**src/rtl/i2c_pkg.sv**
```systemverilog
// Shared command codes and FSM state encoding for the I2C transaction sequencer.
package i2c_pkg;

    localparam logic [4:0] I2C_CMD_IDLE          = 5'd0;
    localparam logic [4:0] I2C_CMD_START         = 5'd1;
    localparam logic [4:0] I2C_CMD_DATA_TRANSFER = 5'd2;
    localparam logic [4:0] I2C_CMD_CATCH_ACK     = 5'd3;
    localparam logic [4:0] I2C_CMD_STOP          = 5'd5;

    localparam logic [3:0] ST_IDLE      = 4'd0;
    localparam logic [3:0] ST_START     = 4'd1;
    localparam logic [3:0] ST_ADDR      = 4'd2;
    localparam logic [3:0] ST_ADDR_ACK  = 4'd3;
    localparam logic [3:0] ST_WRITE     = 4'd4;
    localparam logic [3:0] ST_WRITE_ACK = 4'd5;
    localparam logic [3:0] ST_READ      = 4'd6;
    localparam logic [3:0] ST_READ_ACK  = 4'd7;
    localparam logic [3:0] ST_STOP      = 4'd8;
    localparam logic [3:0] ST_DONE      = 4'd9;

endpackage

```
**src/rtl/i2c_byte_shifter.sv**
```systemverilog
// 8-bit MSB-first shift register with bit counter; serves address, write and read bytes.
module i2c_byte_shifter (
    input  logic       i_clk,
    input  logic       i_rst,
    input  logic       i_load,
    input  logic [7:0] i_load_data,
    input  logic       i_sample,
    input  logic       i_sda,
    input  logic       i_shift,
    output logic       o_msb,
    output logic [7:0] o_data_next,
    output logic       o_last_bit
);

    logic [7:0] shift_q;
    logic [2:0] bit_cnt;
    logic       sample_q;
    logic       in_bit;

    // A sample and shift in the same cycle must use the fresh SDA value.
    assign in_bit      = i_sample ? i_sda : sample_q;
    assign o_msb       = shift_q[7];
    assign o_data_next = {shift_q[6:0], in_bit};
    assign o_last_bit  = (bit_cnt == 3'd7);

    always_ff @(posedge i_clk) begin
        if (i_rst) begin
            shift_q  <= 8'h00;
            bit_cnt  <= 3'd0;
            sample_q <= 1'b0;
        end else if (i_load) begin
            shift_q  <= i_load_data;
            bit_cnt  <= 3'd0;
            sample_q <= 1'b0;
        end else begin
            if (i_sample)
                sample_q <= i_sda;
            if (i_shift) begin
                shift_q <= {shift_q[6:0], in_bit};
                bit_cnt <= bit_cnt + 3'd1;
            end
        end
    end

endmodule

```
**src/rtl/i2c_transaction_sequencer.sv**
```systemverilog
// I2C master transaction FSM driving an external SCL timing block.
// Optional watchdog enabled by defining I2C_SEQ_WATCHDOG_EN.
//
// state      | meaning
// IDLE       | waiting for i_start
// START      | SDA low, waiting for START hold
// ADDR       | shifting out {addr, rw}
// ADDR_ACK   | slave ACK slot after address
// WRITE      | shifting out a write byte
// WRITE_ACK  | slave ACK slot after write byte
// READ       | shifting in a read byte
// READ_ACK   | master ACK/NACK slot
// STOP       | SDA held low, then released
// DONE       | one-cycle completion pulse
module i2c_transaction_sequencer
    import i2c_pkg::*;
#(
    parameter logic [4:0] CMD_IDLE          = I2C_CMD_IDLE,
    parameter logic [4:0] CMD_START         = I2C_CMD_START,
    parameter logic [4:0] CMD_DATA_TRANSFER = I2C_CMD_DATA_TRANSFER,
    parameter logic [4:0] CMD_CATCH_ACK     = I2C_CMD_CATCH_ACK,
    parameter logic [4:0] CMD_STOP          = I2C_CMD_STOP,
    parameter int         STOP_HOLD_CYC     = 20,
    parameter int         TIMEOUT_CYC       = 4095
) (
    input  logic       i_clk,
    input  logic       i_rst,
    input  logic       i_start,
    input  logic [6:0] i_addr,
    input  logic       i_rw,
    input  logic [3:0] i_nbytes,
    input  logic [7:0] i_wdata,
    input  logic       i_sda,
    input  logic       i_t_hd_sta_done,
    input  logic       i_t_hd_dat_done,
    input  logic       i_t_catch_ack_done,
    input  logic       i_t_high_done,
    output logic [4:0] o_cmd_state,
    output logic       o_sda_low,
    output logic       o_busy,
    output logic       o_wdata_req,
    output logic [7:0] o_rdata,
    output logic       o_rdata_valid,
    output logic       o_done,
    output logic       o_nack,
    output logic       o_timeout
);

    localparam int STOP_W = $clog2(STOP_HOLD_CYC + 1);

    logic [3:0]        state, state_nxt;
    logic              entry;
    logic [6:0]        addr_q;
    logic              rw_q;
    logic [3:0]        bytes_left;
    logic              ack_sample;
    logic              ack_bit;
    logic [STOP_W-1:0] stop_cnt;
    logic              in_shift, in_ack;
    logic              to_hit;
    logic [7:0]        load_data;
    logic              sh_msb, sh_last;
    logic [7:0]        sh_data_next;

    assign in_shift      = (state == ST_ADDR) || (state == ST_WRITE) || (state == ST_READ);
    assign in_ack        = (state == ST_ADDR_ACK) || (state == ST_WRITE_ACK);
    assign ack_bit       = i_t_catch_ack_done ? i_sda : ack_sample;
    assign o_busy        = (state != ST_IDLE);
    assign o_done        = (state == ST_DONE);
    assign o_wdata_req   = (state == ST_WRITE) && entry;
    assign o_rdata_valid = (state == ST_READ_ACK) && entry;

    always_comb begin
        load_data = 8'h00;
        if (state == ST_ADDR)
            load_data = {addr_q, rw_q};
        else if (state == ST_WRITE)
            load_data = i_wdata;
    end

    i2c_byte_shifter u_shifter (
        .i_clk       (i_clk),
        .i_rst       (i_rst),
        .i_load      (entry && in_shift),
        .i_load_data (load_data),
        .i_sample    ((state == ST_READ) && i_t_catch_ack_done),
        .i_sda       (i_sda),
        .i_shift     (in_shift && i_t_high_done),
        .o_msb       (sh_msb),
        .o_data_next (sh_data_next),
        .o_last_bit  (sh_last)
    );

`ifdef I2C_SEQ_WATCHDOG_EN
    localparam int WD_W = $clog2(TIMEOUT_CYC + 1);
    logic [WD_W-1:0] wd_cnt;
    logic            wd_active;

    assign wd_active = (state != ST_IDLE) && (state != ST_STOP) && (state != ST_DONE);
    assign to_hit    = wd_active && (wd_cnt == WD_W'(TIMEOUT_CYC));

    always_ff @(posedge i_clk) begin
        if (i_rst) begin
            wd_cnt    <= '0;
            o_timeout <= 1'b0;
        end else begin
            if ((state_nxt != state) || i_t_high_done)
                wd_cnt <= '0;
            else if (wd_active)
                wd_cnt <= wd_cnt + 1'b1;
            if ((state == ST_IDLE) && i_start)
                o_timeout <= 1'b0;
            else if (to_hit)
                o_timeout <= 1'b1;
        end
    end
`else
    logic unused_cfg;
    assign unused_cfg = (TIMEOUT_CYC == 0);
    assign to_hit     = 1'b0;
    assign o_timeout  = 1'b0;
`endif

    always_comb begin
        state_nxt = state;
        if (to_hit) begin
            state_nxt = ST_STOP;
        end else begin
            case (state)
                ST_IDLE:      if (i_start) state_nxt = ST_START;
                ST_START:     if (i_t_hd_sta_done) state_nxt = ST_ADDR;
                ST_ADDR:      if (i_t_high_done && sh_last) state_nxt = ST_ADDR_ACK;
                ST_WRITE:     if (i_t_high_done && sh_last) state_nxt = ST_WRITE_ACK;
                ST_READ:      if (i_t_high_done && sh_last) state_nxt = ST_READ_ACK;
                ST_ADDR_ACK, ST_WRITE_ACK: begin
                    if (i_t_high_done) begin
                        if (ack_bit || (bytes_left == 4'd0))
                            state_nxt = ST_STOP;
                        else
                            state_nxt = rw_q ? ST_READ : ST_WRITE;
                    end
                end
                ST_READ_ACK:  if (i_t_high_done) state_nxt = (bytes_left != 4'd0) ? ST_READ : ST_STOP;
                ST_STOP:      if ((stop_cnt == '0) && !o_sda_low) state_nxt = ST_DONE;
                ST_DONE:      state_nxt = ST_IDLE;
                default:      state_nxt = ST_IDLE;
            endcase
        end
    end

    always_comb begin
        case (state)
            ST_START:                              o_cmd_state = CMD_START;
            ST_ADDR, ST_WRITE, ST_READ:            o_cmd_state = CMD_DATA_TRANSFER;
            ST_ADDR_ACK, ST_WRITE_ACK, ST_READ_ACK: o_cmd_state = CMD_CATCH_ACK;
            ST_STOP:                               o_cmd_state = CMD_STOP;
            default:                               o_cmd_state = CMD_IDLE;
        endcase
    end

    always_ff @(posedge i_clk) begin
        if (i_rst) begin
            state      <= ST_IDLE;
            entry      <= 1'b0;
            addr_q     <= 7'd0;
            rw_q       <= 1'b0;
            bytes_left <= 4'd0;
            ack_sample <= 1'b0;
            stop_cnt   <= '0;
            o_sda_low  <= 1'b0;
            o_rdata    <= 8'h00;
            o_nack     <= 1'b0;
        end else begin
            state <= state_nxt;
            entry <= (state_nxt != state);
            if ((state == ST_IDLE) && i_start) begin
                addr_q     <= i_addr;
                rw_q       <= i_rw;
                bytes_left <= i_nbytes;
                o_nack     <= 1'b0;
            end
            if (in_ack && i_t_catch_ack_done)
                ack_sample <= i_sda;
            if (in_ack && i_t_high_done && ack_bit && !to_hit)
                o_nack <= 1'b1;
            if (state_nxt != state) begin
                case (state_nxt)
                    ST_START:                         o_sda_low <= 1'b1;
                    ST_ADDR_ACK, ST_WRITE_ACK, ST_READ: o_sda_low <= 1'b0;
                    ST_READ_ACK:                      o_sda_low <= (bytes_left != 4'd0);
                    ST_STOP: begin
                        o_sda_low <= 1'b1;
                        stop_cnt  <= STOP_W'(STOP_HOLD_CYC - 1);
                    end
                    default: ;
                endcase
                if ((state_nxt == ST_WRITE) || (state_nxt == ST_READ))
                    bytes_left <= bytes_left - 4'd1;
                if ((state == ST_READ) && !to_hit)
                    o_rdata <= sh_data_next;
            end else begin
                if (in_shift && (state != ST_READ) && i_t_hd_dat_done)
                    o_sda_low <= !sh_msb;
                // Hold-down counts out first; release gets its own cycle before DONE.
                if (state == ST_STOP) begin
                    if (stop_cnt != '0)
                        stop_cnt <= stop_cnt - 1'b1;
                    else
                        o_sda_low <= 1'b0;
                end
            end
        end
    end

endmodule

```
**config.mk**
```make
export PLATFORM = sky130hd
export DESIGN_NAME = i2c_transaction_sequencer
export DESIGN_NICKNAME = d
export VERILOG_FILES = /design/src/rtl/i2c_pkg.sv /design/src/rtl/i2c_byte_shifter.sv /design/src/rtl/i2c_transaction_sequencer.sv
export SDC_FILE = /design/constraint.sdc
export NUM_CORES = 1
export LEC_CHECK = 0
export BUFFER_PORTS_ARGS = -buffer_cell sky130_fd_sc_hd__buf_2
export CAP_MARGIN = 25
export CORE_ASPECT_RATIO = 0.9
export CORE_UTILIZATION = 35
export CTS_CLUSTER_SIZE = 16
export DETAILED_ROUTE_END_ITERATION = 10
export HOLD_SLACK_MARGIN = 0.1
export PLACE_DENSITY = 0.64
export SLEW_MARGIN = 25
export SYNTH_ARGS = -nofsm -noshare
export SYNTH_HDL_FRONTEND = slang
export SYNTH_SLANG_ARGS = --single-unit
```
**constraint.sdc**
```tcl
create_clock -name i_clk -period 1.98 [get_ports i_clk]
set_clock_uncertainty 0.1 [all_clocks]
set_input_delay 0.198 -clock i_clk [delete_from_list [all_inputs] [get_ports i_clk]]
set_output_delay 0.198 -clock i_clk [all_outputs]
set_load 0.1 [all_outputs]
```
Yosys cells after proc, flatten, opt, wreduce, memory -nomap -nowiden. Memory sizes are Yosys's and may differ from the RTL's. A register that Yosys moved wholly into a read port is not among the register bits. Cells that the tools add are included.

Logic and storage cells: 107. Bits in read-only memories: 48. Output and inout port bits: 20. Input port bits: 28. Memories: 1. Bits in registers: 45.

Memories: (name not given) (words 16, bits a word 3, read ports 1, clocked after Yosys merged registers in 1, wr ports 0, RTL line i2c_transaction_sequencer.sv:152) `case (state)`.

Reductions and logical operators: 36. Muxes and demuxes: 33. Add/sub/neg operators: 3. Equality and inequality tests: 21.

Operators with widths (number): two-way mux 4 bit (14); equality test 4 x 3 -> 1 bit (second input constant) (8); two-way mux 8 bit (4); case mux 4 bit (8 select lines) (1); two-way mux 5 bit (4); logical AND 1 bit (13); equality test 4 x 2 -> 1 bit (second input constant) (3); equality test 4 bit (second input constant) (3); equality test 4 x 1 -> 1 bit (second input constant) (2); zero test 4 bit (2); two-way mux 1 bit (8); nonzero test 2 bit (4); nonzero test 4 bit (2); OR reduction 2 bit (3); zero test 5 bit (1); logical OR 1 bit (5); nonzero test 5 bit (1); subtractor 5 x 1 -> 5 bit (second input constant) (1); inequality test 4 x 2 -> 1 bit (second input constant) (1); inequality test 4 x 3 -> 1 bit (second input constant) (1); inequality test 4 bit (1); subtractor 4 x 1 -> 4 bit (second input constant) (1); adder 3 x 1 -> 3 bit (second input constant) (1); equality test 3 bit (second input constant) (1); 7 further kinds (8).

Logic depth before layout (Yosys ltp).
Depth after elaboration: 9. Mapped depth: 9. Depth with buffers taken out: 8.

Hierarchy. Synthesis repeated with hierarchy kept, for this count alone.

Cell total of the unflattened synthesis: 291. Area, all modules: 2519.9 sq um.

Modules (own cells, without submodules): i2c_transaction_sequencer (times used 1, cells each 238, sequential area each 720.7 sq um, area each 1955.6 sq um); i2c_byte_shifter (times used 1, cells each 53, sequential area each 240.2 sq um, area each 564.3 sq um).

Worst setup path after synthesis. Ideal clock, no wire load.

Kind: register to output. Start point: reg state[3]. End point: out o_wdata_req. Stages on the path, launching flop included: 6. Slack: -1.347 ns. Arrival: 3.029 ns. Buffers on the path: 2. Data required time: 1.682 ns. Cells stage by stage: dfxtp_1 buf_2 nor2_1 buf_2 nand2_1 nor3b_1.

Word-level cells in the longest chain between the ends: 2.

Ends and longest elaborated chain: from (decl) (RTL line i2c_transaction_sequencer.sv:51) `logic [3:0] state, state_nxt;`; from (signal assigned) (RTL line i2c_transaction_sequencer.sv:174) `state <= state_nxt;`; equality test 4 x 3 -> 1 bit (RTL line i2c_transaction_sequencer.sv:70) `assign o_wdata_req = (state == ST_WRITE) && entry;`; logical AND 1 bit (RTL line i2c_transaction_sequencer.sv:70); to (decl) (RTL line i2c_transaction_sequencer.sv:41) `output logic o_wdata_req,`.

Every way passes these cells.

Worst setup path in the final report.
Start point: reg stop_cnt[0]. End point: reg o_sda_low.

Word-level cells in the longest chain between the ends: 8. Elaborated cells between the ends (all ways): 19. Those cells by class: eq/ne: 8; mux: 6; reduce/logical: 5.

Ends and longest elaborated chain: from (decl) (RTL line i2c_transaction_sequencer.sv:58) `logic [STOP_W-1:0] stop_cnt;`; from (signal assigned) (RTL line i2c_transaction_sequencer.sv:193) `stop_cnt <= STOP_W'(STOP_HOLD_CYC - 1);`; from (signal assigned) (RTL line i2c_transaction_sequencer.sv:207) `stop_cnt <= stop_cnt - 1'b1;`; zero test 5 bit (RTL line i2c_transaction_sequencer.sv:144) `ST_STOP: if ((stop_cnt == '0) && !o_sda_low) state_nxt = ST_DONE;`; logical AND 1 bit (RTL line i2c_transaction_sequencer.sv:144); two-way mux 4 bit (RTL line i2c_transaction_sequencer.sv:144); case mux 4 bit (8 select lines) (RTL line i2c_transaction_sequencer.sv:129) `case (state)`; equality test 4 x 3 -> 1 bit (tied with other cells) (RTL line i2c_transaction_sequencer.sv:187) `case (state_nxt)`; OR reduction 3 bit / OR reduction 2 bit (equally long branches); case mux 1 bit (3 select lines) (RTL line i2c_transaction_sequencer.sv:187); two-way mux 1 bit (RTL line i2c_transaction_sequencer.sv:186) `if (state_nxt != state) begin`; to (signal assigned) (RTL line i2c_transaction_sequencer.sv:190) `ST_READ_ACK: o_sda_low <= (bytes_left != 4'd0);`; to (signal assigned) (RTL line i2c_transaction_sequencer.sv:203) `o_sda_low <= !sh_msb;`; to (decl) (RTL line i2c_transaction_sequencer.sv:39) `output logic o_sda_low,`.

Several ways; a longest one is shown, not always the timed one. A chain may end at the register's enable or synchronous reset.

==> flow_summary.json <==
{
  "drive_gt1_share_pct": 39.4,
  "powerDensity_nw_per_um2": 832,
  "grt_usage_pct": 18.1,
  "finalHoldViolCount": 0,
  "first_pass_iters": 4,
  "path_class": "register to register",
  "final_common_cell": "buf_4",
  "drc": 0,
  "ant_nets": 0,
  "status": "complete, but fails checks",
  "maxCapViolations": 0,
  "p_leak_nw": 1.56,
  "start_util_pct": 36.7,
  "synth-seq-cells": 48,
  "clock_latency_ns": 0.31,
  "grt_pass1_wl_um": 10600,
  "combPwrFrac_pct": 33.5,
  "nFillCells": 607,
  "async_flop_share_pct": 0,
  "drt_iter0_drc": 153,
  "placeableCoreArea_sq_um": 6690,
  "p_clk_share_pct": 29.3,
  "port_buffers": 44,
  "switching_power_mw": 1.02,
  "yosysSeqAreaShare_pct": 39.1,
  "cts_tree": "yes",
  "cts_buffers": 5,
  "setup_slack_ns": -0.111,
  "diodes": 0,
  "setup_viol": 4,
  "internal_power_mw": 1.96,
  "dieArea_sq_um": 7360,
  "finalWirelength_um": 6810,
  "routedWlPerCell_um": 14.5,
  "hold_path_class": "input pin to register",
  "via_count": 2367,
  "clk_pin_slew_ns": 0.09,
  "via_per_inst": 5.03,
  "cts_root_buf": "clkbuf_8",
  "start_kind": "register",
  "dp_hpwl_um": 4590,
  "cp.arrival_ns": 2.20,
  "cp.required_ns": 2.09,
  "synth-main-ff-cell": "dfxtp_1",
  "finalWeightedCongestion": 0.865,
  "finalCriticalPeriod_ns": 2.09,
  "post-route-period-util_pct": 106,
  "final_cells": 471,
  "synth_warnings": 0,
  "cts.sink_count": 48,
  "final_cell_mix": "buf_4 (49), dfxtp_1 (41), buf_2 (41), nor2_1 (31), nand2_1 (29)",
  "gr-total-overflow": 0,
  "report.final.slew_viol_count": 0,
  "critical_path.max_fanout": 2,
  "rsz0062_at_grt": "true",
  "grt_pass1_vias": 2220,
  "syn_area_per_cell_sq_um": 8.65,
  "netlist_instances": 284,
  "antenna_found_initial": 0,
  "failed_checks": "setup timing",
  "syn_area_sq_um": 2460,
  "yosys.area.top_type": "dfxtp_1",
  "p_sw_share_pct": 34.2,
  "endpoint_kind": "register",
  "die_w_um": 90.3,
  "fmax_ghz": 0.478,
  "htree_num_levels": 2,
  "ctsLongestPathBuffers": 2,
  "synth.distinct_cells": 54,
  "ys_top_cells_by_area": "dfxtp_1 (39%), mux2i_1 (10%), nor2_1 (5.3%), nand2_1 (4.6%), a21oi_1 (2.9%)",
  "grt_max_degree": 29,
  "nets": 413,
  "dieHeight_um": 81.5,
  "seqPwrFrac_pct": 37.2,
  "placementRows": 28,
  "areaGrowthSynthToFinish_pct": 45.4,
  "ir_drop_mv": 0.348,
  "io_pins": 48,
  "utilization_pct": 53.4,
  "dp_cells": 439,
  "synth_edf_count": 0,
  "synth_top_area_share_pct": 39.1
}
-- repair_timing --
action	4_1_cts	5_1_grt
endpoints found under the hold margin	12	0
gates resized for setup	18	20
pin swaps	8	17
hold buffers	12	0
buffers inserted	8	4
endpoints found under the setup margin	12	17
-- final timing paths --
kind	start	end	slack, ns	cells past startpoint
setup / recovery	stop_cnt[0]	o_sda_low	-0.11	7
hold / removal	i_sda	ack_sample	0.16	4
setup reg to reg	stop_cnt[0]	o_sda_low	-0.11	7
hold reg to reg	addr_q[1]	addr_q[1]	0.37	2
-- stage by stage --
step | hold slack [ns] | TNS [ns] | cell area [sq um] | setup WS, ns | total power, mW
2_1_floorplan | 0.188 | -0.131 | 2480 | -0.116 | 1.70
3_3_place_gp | 0.340 | -0.159 | 3060 | -0.0918 | 1.95
3_5_place_dp | 0.349 | -0.835 | 3060 | -0.179 | 1.96
4_1_cts | 0.163 | -0.115 | 3460 | -0.108 | 2.92
5_1_grt | 0.197 | -0.892 | 3570 | -0.181 | 3.10
6_report | 0.156 | -0.171 | 3570 | -0.111 | 2.97
-- worst max-delay path, cell delays in order, from the launching register on --
cell     delay [ns]
dfxtp_2        0.33
inv_2          0.05
ha_1           0.12
or4b_4         0.45
and2_4         0.18
a41o_4         0.23
or3_1          0.30
a41o_1         0.21
-- cell usage after synthesis, types with 4 or more instances --
library cell / count
ha_1: 5
dfxtp_1: 48
nor3_1: 11
a21oi_1: 14
inv_1: 7
clkbuf_1: 8
nor3b_1: 4
nor2_1: 35
nand3_1: 7
o22a_1: 7
mux2i_1: 25
o21ai_0: 4
buf_2: 10
and3_1: 4
nand2_1: 30
-- state kept, by name, summed over array words and instances, names as in the netlist --
| signal | cells |
|---|---|
| entry | 1 |
| stop_cnt | 5 |
| o_cmd_state | 3 |
| rw_q | 1 |
| u_shifter.sample_q | 1 |
| addr_q | 7 |
| u_shifter.shift_q | 8 |
| o_nack | 1 |
| state | 4 |
| u_shifter.bit_cnt | 3 |
| o_rdata | 8 |
| ack_sample | 1 |
| bytes_left | 4 |
| o_sda_low | 1 |
-- per-layer routing --
layer	vias to the layer above	share of wire [%]	global-route usage [%]
li1	1189	-	-
met1	1112	47	23.9
met2	57	46	29.8
met3	9	5.3	3.61
met4	0	1.5	6.61
met5	-	0	0
-- cell type report --
cell class	count	area, sq um	area share [%]
repair buffers	108	792	22.2
multi-input cells	210	1540	43.0
well taps	90	113	3.15
flip-flops and latches	48	970	27.1
clock inverters	3	68.8	1.93
inverters	7	26.3	0.735
clock buffers	5	68.8	1.93
-- power groups by stage --
| stage | sequential, mW | clock, mW | combinational (mW) |
|---|---|---|---|
| finish | 1.11 | 0.873 | 0.996 |
| global route | 1.11 | 0.910 | 1.07 |
| CTS | 1.10 | 0.879 | 0.944 |
| detailed placement | 1.11 | 0 | 0.848 |
| global placement | 1.11 | 0 | 0.840 |
| floorplan | 1.22 | 0 | 0.481 |
-- cell families (layout without fill, tap and decap cells) --
| family | Yosys count | after routing | share of synthesized area, % |
|---|---|---|---|
| mux | 26 | 26 | 10.8 |
| flops | 48 | 48 | 39.1 |
| compound gates | 53 | 53 | 16.5 |
| buf+inv | 28 | 123 | 5.24 |
| fa+ha+maj | 5 | 5 | 2.55 |
| simple gates | 119 | 119 | 24.2 |
| other cells | 1 | 3 | 0.153 |
| xor+xnor | 4 | 4 | 1.43 |
Power figures use the tool's default switching activity.
